$ cat config.mk
export PLATFORM = sky130hd
export DESIGN_NAME = round_judge
export DESIGN_NICKNAME = d
export VERILOG_FILES = /design/src/rtl/round_judge.sv
export SDC_FILE = /design/constraint.sdc
export NUM_CORES = 1
export LEC_CHECK = 0
export ABC_AREA = 0
export CORE_ASPECT_RATIO = 1.75
export CORE_MARGIN = 2
export CORE_UTILIZATION = 35
export CTS_CLUSTER_SIZE = 25
export DETAILED_ROUTE_END_ITERATION = 6
export GPL_TIMING_DRIVEN = 0
export PLACE_DENSITY = 0.58
export SLEW_MARGIN = 15
export SYNTH_ARGS = -nofsm -noshare
export SYNTH_HDL_FRONTEND = slang
export SYNTH_SLANG_ARGS = --single-unit
$ cat constraint.sdc
create_clock -name clk -period 7.1 [get_ports clk]
set_input_delay 0.71 -clock clk [delete_from_list [all_inputs] [get_ports clk]]
set_output_delay 0.71 -clock clk [all_outputs]
set_load 0.01 [all_outputs]
$ cat src/rtl/round_judge.sv
// round_judge: times one Bop-It round, classifies the response as HIT/WRONG/TIMEOUT,
// reports the reaction time and keeps a saturating hit score.
module round_judge #(
    parameter int NUM_BTNS = 5,
    parameter int WIN_W    = 32,
    parameter int SCORE_W  = 8
) (
    input  logic                clk,
    input  logic                reset,
    input  logic                start,
    input  logic [2:0]          cmd,
    input  logic [WIN_W-1:0]    window,
    input  logic [NUM_BTNS-1:0] btns_d,
    input  logic                clear_score,
    output logic                busy,
    output logic                result_valid,
    output logic [1:0]          result,
    output logic [WIN_W-1:0]    elapsed,
    output logic [SCORE_W-1:0]  score
);

    typedef enum logic {IDLE, WAIT} state_t;
    typedef enum logic [1:0] {RES_NONE, RES_HIT, RES_WRONG, RES_TIMEOUT} outcome_t;

    state_t              state;
    state_t              next_state;
    outcome_t            outcome;
    logic                load;
    logic [2:0]          cmd_q;
    logic [WIN_W-1:0]    win_q;
    logic [WIN_W-1:0]    k;
    logic [WIN_W:0]      k_plus;
    logic [NUM_BTNS-1:0] target;

    // One extra bit keeps k+1 from wrapping when compared against the window.
    assign k_plus = {1'b0, k} + (WIN_W+1)'(1);
    assign target = NUM_BTNS'(1) << cmd_q;
    assign busy   = (state == WAIT);

    always_ff @(posedge clk or negedge reset) begin
        if (!reset) begin
            state <= IDLE;
        end else begin
            state <= next_state;
        end
    end

    always_comb begin
        next_state = state;
        outcome    = RES_NONE;
        load       = 1'b0;
        case (state)
            IDLE: begin
                if (start && (int'(cmd) < NUM_BTNS)) begin
                    load       = 1'b1;
                    next_state = WAIT;
                end
            end
            WAIT: begin
                if (btns_d == target) begin
                    outcome = RES_HIT;
                end else if (btns_d != '0) begin
                    outcome = RES_WRONG;
                end else if ((win_q == '0) || (k_plus == {1'b0, win_q})) begin
                    outcome = RES_TIMEOUT;
                end
                if (outcome != RES_NONE) begin
                    next_state = IDLE;
                end
            end
            default: next_state = IDLE;
        endcase
    end

    always_ff @(posedge clk or negedge reset) begin
        if (!reset) begin
            cmd_q <= '0;
            win_q <= '0;
            k     <= '0;
        end else if (load) begin
            cmd_q <= cmd;
            win_q <= window;
            k     <= '0;
        end else if (state == WAIT) begin
            k <= k + WIN_W'(1);
        end
    end

    always_ff @(posedge clk or negedge reset) begin
        if (!reset) begin
            result_valid <= 1'b0;
            result       <= 2'b00;
            elapsed      <= '0;
        end else begin
            result_valid <= (outcome != RES_NONE);
            if (outcome != RES_NONE) begin
                result  <= outcome;
                elapsed <= (outcome == RES_TIMEOUT) ? win_q : k;
            end
        end
    end

    // Clear beats a simultaneous HIT; the score sticks at all-ones.
    always_ff @(posedge clk or negedge reset) begin
        if (!reset) begin
            score <= '0;
        end else if (clear_score) begin
            score <= '0;
        end else if ((outcome == RES_HIT) && (score != {SCORE_W{1'b1}})) begin
            score <= score + SCORE_W'(1);
        end
    end

endmodule

# [After elaboration in Yosys (flattened, before gate mapping)]
# Index checks and enable logic that the tools add are counted.
[totals] reg_bits=111
[op_classes] addsub=3 magnitude_cmp=1 eq_ne=5 shifts=1 mux=14 bitwise=1 n_reduce_logical=9
[op_table] cell="$mux W32" count=3
[op_table] cell="$add A32 B1 Y33 const B" count=1
[op_table] cell="$eq A33 B32 Y1" count=1
[op_table] cell="$add A32 B1 Y32 const B" count=1
[op_table] cell="$logic_not A32 Y1" count=1
[op_table] cell="$mux W8" count=2
[op_table] cell="$mux W2" count=5
[op_table] cell="$add A8 B1 Y8 const B" count=1
[op_table] cell="$ne A8 B8 Y1 const B" count=1
[op_table] cell="$reduce_bool A2 Y1" count=4
[op_table] cell="$eq A5 B5 Y1" count=1
[op_table] cell="$reduce_bool A5 Y1" count=1
[op_table] cell="$shl A1 B3 Y5 const A" count=1
[op_table] cell="$lt A3 B3 Y1 const B" count=1
[op_table] cell="$mux W1" count=3
[op_table] cell="$eq A2 B1 Y1 const B" count=1
[op_table] cell="$eq A2 B2 Y1 const B" count=1
[op_table] cell="$logic_and A1 B1 Y1" count=2
[op_table] cell="$pmux W1 S2" count=1
[op_table] cell="$logic_or A1 B1 Y1" count=1
[op_table] cell="$not A1 Y1" count=1

# [Depth between registers and ports, before layout]
[depth] word_depth=12 ltp_mapped=12 depth_no_buf=10

# [Worst setup path after synthesis]
# Ideal clock, no wire load.
[synth_path] kind="reg2reg" from="register k[0]" to="register elapsed[10]" setup_ns=0.125 t_arrival_ns=3.129 required_time_ns=6.975 path_slack_ns=3.845 path_stages_with_launch=13 path_buffers=2 period_less_slack_ns=3.255 cell_sequence="dfrtp_1 -> ha_1 -> nand3_1 -> buf_2 -> nor4_1 -> o2111a_1 -> o2bb2a_1 -> o2111ai_1 -> nor4_4 -> a31oi_4 -> buf_6 -> mux2_4 -> mux2_4"
[synth_via] elab_chain_cells=10
[synth_rtl] item="start, declared" line_no="31" rtl="logic [WIN_W-1:0] k;"
[synth_rtl] item="start signal, assigned" line_no="85" rtl="k <= k + WIN_W'(1);"
[synth_rtl] item="$add A32 B1 Y33 *" line_no="36" rtl="assign k_plus = {1'b0, k} + (WIN_W+1)'(1);"
[synth_rtl] item="$eq A33 B32 Y1 *" line_no="64" rtl="end else if ((win_q == '0) || (k_plus == {1'b0, win_q})) begin"
[synth_rtl] item="$logic_or A1 B1 Y1 *" line_no="64"
[synth_rtl] item="$mux W2 *" line_no="64"
[synth_rtl] item="$mux W2 *" line_no="62" rtl="end else if (btns_d != '0) begin"
[synth_rtl] item="$mux W2 *" line_no="60" rtl="if (btns_d == target) begin"
[synth_rtl] item="$mux W2 * (2 in series)" line_no="52" rtl="case (state)"
[synth_rtl] item="$eq A2 B2 Y1" line_no="98" rtl="elapsed <= (outcome == RES_TIMEOUT) ? win_q : k;"
[synth_rtl] item="$mux W32" line_no="98"
[synth_rtl] item="end signal, assigned" line_no="98"
[synth_rtl] item="end, declared" line_no="18" rtl="output logic [WIN_W-1:0] elapsed,"
# Every way passes the cells marked *; elsewhere a longest branch is shown, timed or not. The select of a mux whose other input is x is not followed.
# A chain may end at the register's enable or synchronous reset.

# [Worst setup path in the final report]
[layout_path] from="register k[0]" to="register elapsed[16]"
# Same word-level chain as after synthesis.

==> impl_metrics.json <==
{
  "wl_per_cell_um": 19.8,
  "max_clock_freq_mhz": 236,
  "grt_overflow_total": 0,
  "outcome": "finished clean",
  "postCtsHoldBufs": 0,
  "worstSetupPathType": "reg2reg",
  "grt_antenna_before_repair": 0,
  "drt_iter0_drc": 234,
  "cts_made_buffers": 9,
  "rsz0062_at_grt": "no",
  "syn_nets": 676,
  "synth_fa_ha_area_frac": 0.00365,
  "setup_viol": 0,
  "ff2ff_path_depth": 12,
  "die_y_um": 189,
  "hpwlAfterDp_um": 14600,
  "num_io_pins": 88,
  "final.setup.tns_ns": 0,
  "r2r-start": "k[0]$_DFFE_PN0P_",
  "grt_pass1_wl_um": 30900,
  "netlist.area_leader.share": 0.405,
  "synth_top_area_cell": "dfrtp_1",
  "remaining_drc_errors": 0,
  "avgSynthCellArea_sq_um": 10.9,
  "grt_pass1_vias": 5605,
  "core_sq_um": 19200,
  "dieArea_sq_um": 20800,
  "port_buffers": 86,
  "vias_per_cell": 5.43,
  "drive_gt1_frac": 0.216,
  "ctsResizeCount": 0,
  "synth_ff_type": "dfrtp_1",
  "reg2reg_slack_ns": 2.86,
  "slowest_stage": "nor4_1",
  "p_leak_nw": 3.52,
  "root_buffer": "clkbuf_16",
  "grtUsageTotal": 0.194,
  "ys_ff_latch": 111,
  "critPathCaptureType": "flop",
  "cts_setup_buffers": 0,
  "finalHoldViolCount": 0,
  "routed_wl_um": 19300,
  "period_minus_slack_ns": 4.24,
  "min-delay-path-class": "in2async",
  "synthXorXnorAreaFrac": 0.0910,
  "cts_tree": "done",
  "die_w_um": 110,
  "grt_max_degree": 77,
  "yosysWarningCount": 0,
  "synth.distinct_cells": 65,
  "worstPathCellList": "ha_1 > nand3_1 > buf_2 > nor4_1 > o2111a_1 > o2bb2a_1 > o2111ai_1 > nor4_4 > a21boi_2 > a21oi_4 > buf_6 > mux2_4",
  "n_antenna_cell": 0,
  "start_kind": "flop",
  "cp.required_ns": 7.35,
  "clock_skew_ns": 0.0107,
  "synth_compound_area_frac": 0.0919,
  "max_cap_violations": 0,
  "maxSlewHeadroom": 0.429,
  "start_util": 0.358,
  "synth_cells": 630,
  "synth_top_family_by_area": "multiplexers",
  "dr.pass1.iters": 5,
  "rr_endpoint": "elapsed[16]$_DFFE_PN0P_",
  "drv_slew": 0,
  "clkLatencyLatePin_ns": 0.37,
  "clkSinkCount": 111,
  "synthSimpleGateAreaFrac": 0.168,
  "period_share": 0.597,
  "path_clk_slew_ns": 0.08,
  "vias": 5288,
  "synth_area_sq_um": 6860,
  "yosysSeqAreaShare": 0.405,
  "nets": 774,
  "ir_drop_mv": 0.136,
  "ant_nets": 0,
  "worstPathArrival_ns": 4.48,
  "synthMuxAreaShare": 0.197,
  "ctsHtreeMaxLevel": 3,
  "synth.area.top_cells": "dfrtp_1 40%, mux2_4 13%, mux2_2 6.4%",
  "cts_buffer_depth": 2,
  "tightest_slew_ns": 0.848,
  "crit_fanout": 10,
  "core.rowCount": 67,
  "areaGrowthSynthToFinish_pct": 22.4,
  "hold_slack_ns": 0.231,
  "slowest_delay_ns": 0.74,
  "synth-edff-count": 0,
  "power.density_nw_per_um2": 196,
  "gp_congestion": 0.877,
  "synthArstFlopShare": 1.00
}
## state kept, by name, indices dropped and copies added (netlist names)
signal,count
busy,1
cmd_q,3
elapsed,32
k,32
result,2
result_valid,1
score,8
win_q,32
## synth_stat cells, drive strengths merged (3+ instances only)
| cell | instances |
|---|---|
| nor4 | 23 |
| a21oi | 15 |
| and3 | 11 |
| dfrtp | 111 |
| nand2 | 57 |
| inv | 9 |
| xnor2 | 37 |
| clkbuf | 22 |
| nand4 | 24 |
| a311o | 3 |
| nand2b | 4 |
| nor3 | 13 |
| a21boi | 3 |
| or3 | 3 |
| and4 | 5 |
| nor3b | 3 |
| o21ai | 42 |
| nor2 | 23 |
| xnor3 | 4 |
| xor2 | 24 |
| a31oi | 5 |
| buf | 23 |
| and2 | 3 |
| nor2b | 3 |
| nand3 | 27 |
| o2111ai | 3 |
| mux2 | 99 |
## cells by family (layout without fill, tap and decap cells)
family / after synthesis / after routing
xor gates and xnor gates: 65 / 65
DFF: 111 / 111
buffers and inverters: 55 / 158
AOI/OAI and AO/OA: 95 / 95
muxes: 100 / 100
and+or+nand+nor: 202 / 202
adders and majority gates: 2 / 2
## routing by layer
layer,wire length (um),part of all wire,track usage,vias up
li1,-,-,-,2467
met1,7800,0.40,0.234,2664
met2,10500,0.54,0.349,129
met5,0,0,0,-
met3,604,0.031,0.0213,28
met4,378,0.020,0.0633,0
## where the power goes
part           switching, mW  internal, mW
Sequential            0.0824         0.684
Combinational          0.134         0.155
Clock                  0.250         0.346
Total                  0.467          1.18
## critical path, delay by kind of cell, from the launching register on
| kind | cells | cell delay (ns) |
|---|---|---|
| AND/OR/NAND/NOR | 3 | 1.40 |
| AO/OA/AOI/OAI | 5 | 1.18 |
| buffers and inverters | 2 | 0.49 |
| flip-flops | 1 | 0.47 |
| multiplexers | 1 | 0.31 |
| adder cells (fa/ha/maj) | 1 | 0.25 |
## cell type report
cell class / instances / area, sq um
inverters: 10 / 37.5
multi-input cells: 464 / 3780
well taps: 241 / 302
flip-flops and latches: 111 / 2780
clock inverters: 7 / 121
fillers: 1835 / 10800
plain buffers: 45 / 269
repair buffers: 87 / 890
clock buffers: 9 / 225
## through the flow
stage / setup WS (ns) / cell area (sq um) / instances / util / power (mW)
2_1_floorplan: 3.85 / 6860 / 630 / - / 0.933
3_3_place_gp: 0.979 / 8030 / 957 / 0.418 / 1.06
3_5_place_dp: 2.84 / 8060 / 958 / 0.420 / 1.07
4_1_cts: 2.82 / 8400 / 974 / 0.438 / 1.67
5_1_grt: 2.72 / 8400 / 974 / 0.438 / 1.72
6_report: 2.86 / 8400 / 974 / 0.438 / 1.65
## layout by cell type, fill, tap and decap left out, types with 4 or more instances in the layout
cell               n
xor2_1            24
and3_1            11
clkdlybuf4s50_1   85
nor2_1            23
buf_4              6
dfrtp_1          111
buf_2              7
buf_6             10
and4_1             5
nand2b_1           4
a21oi_1           14
mux2_4            60
nand2_1           57
xnor3_1            4
nand4_1           20
xnor2_1           37
mux2_2            39
nor4_1            19
nand3_1           26
nor3_1            10
inv_1              9
clkbuf_1          21
a31oi_1            4
o21ai_0           42
clkbuf_16          9
## worst max path at each step
stage	from	endpoint	slack, ns	cells after the start
final	k[0]$_DFFE_PN0P_	elapsed[16]$_DFFE_PN0P_	2.86	12
after CTS	k[0]$_DFFE_PN0P_	elapsed[16]$_DFFE_PN0P_	2.82	12
after global routing	k[0]$_DFFE_PN0P_	elapsed[17]$_DFFE_PN0P_	2.72	12
after floorplan	k[0]$_DFFE_PN0P_	elapsed[10]$_DFFE_PN0P_	3.85	12
after global placement	reset	win_q[18]$_DFFE_PN0P_	0.98	1
after detailed placement	k[0]$_DFFE_PN0P_	elapsed[21]$_DFFE_PN0P_	2.84	12
Note: power is estimated with default switching activity, not from simulation.
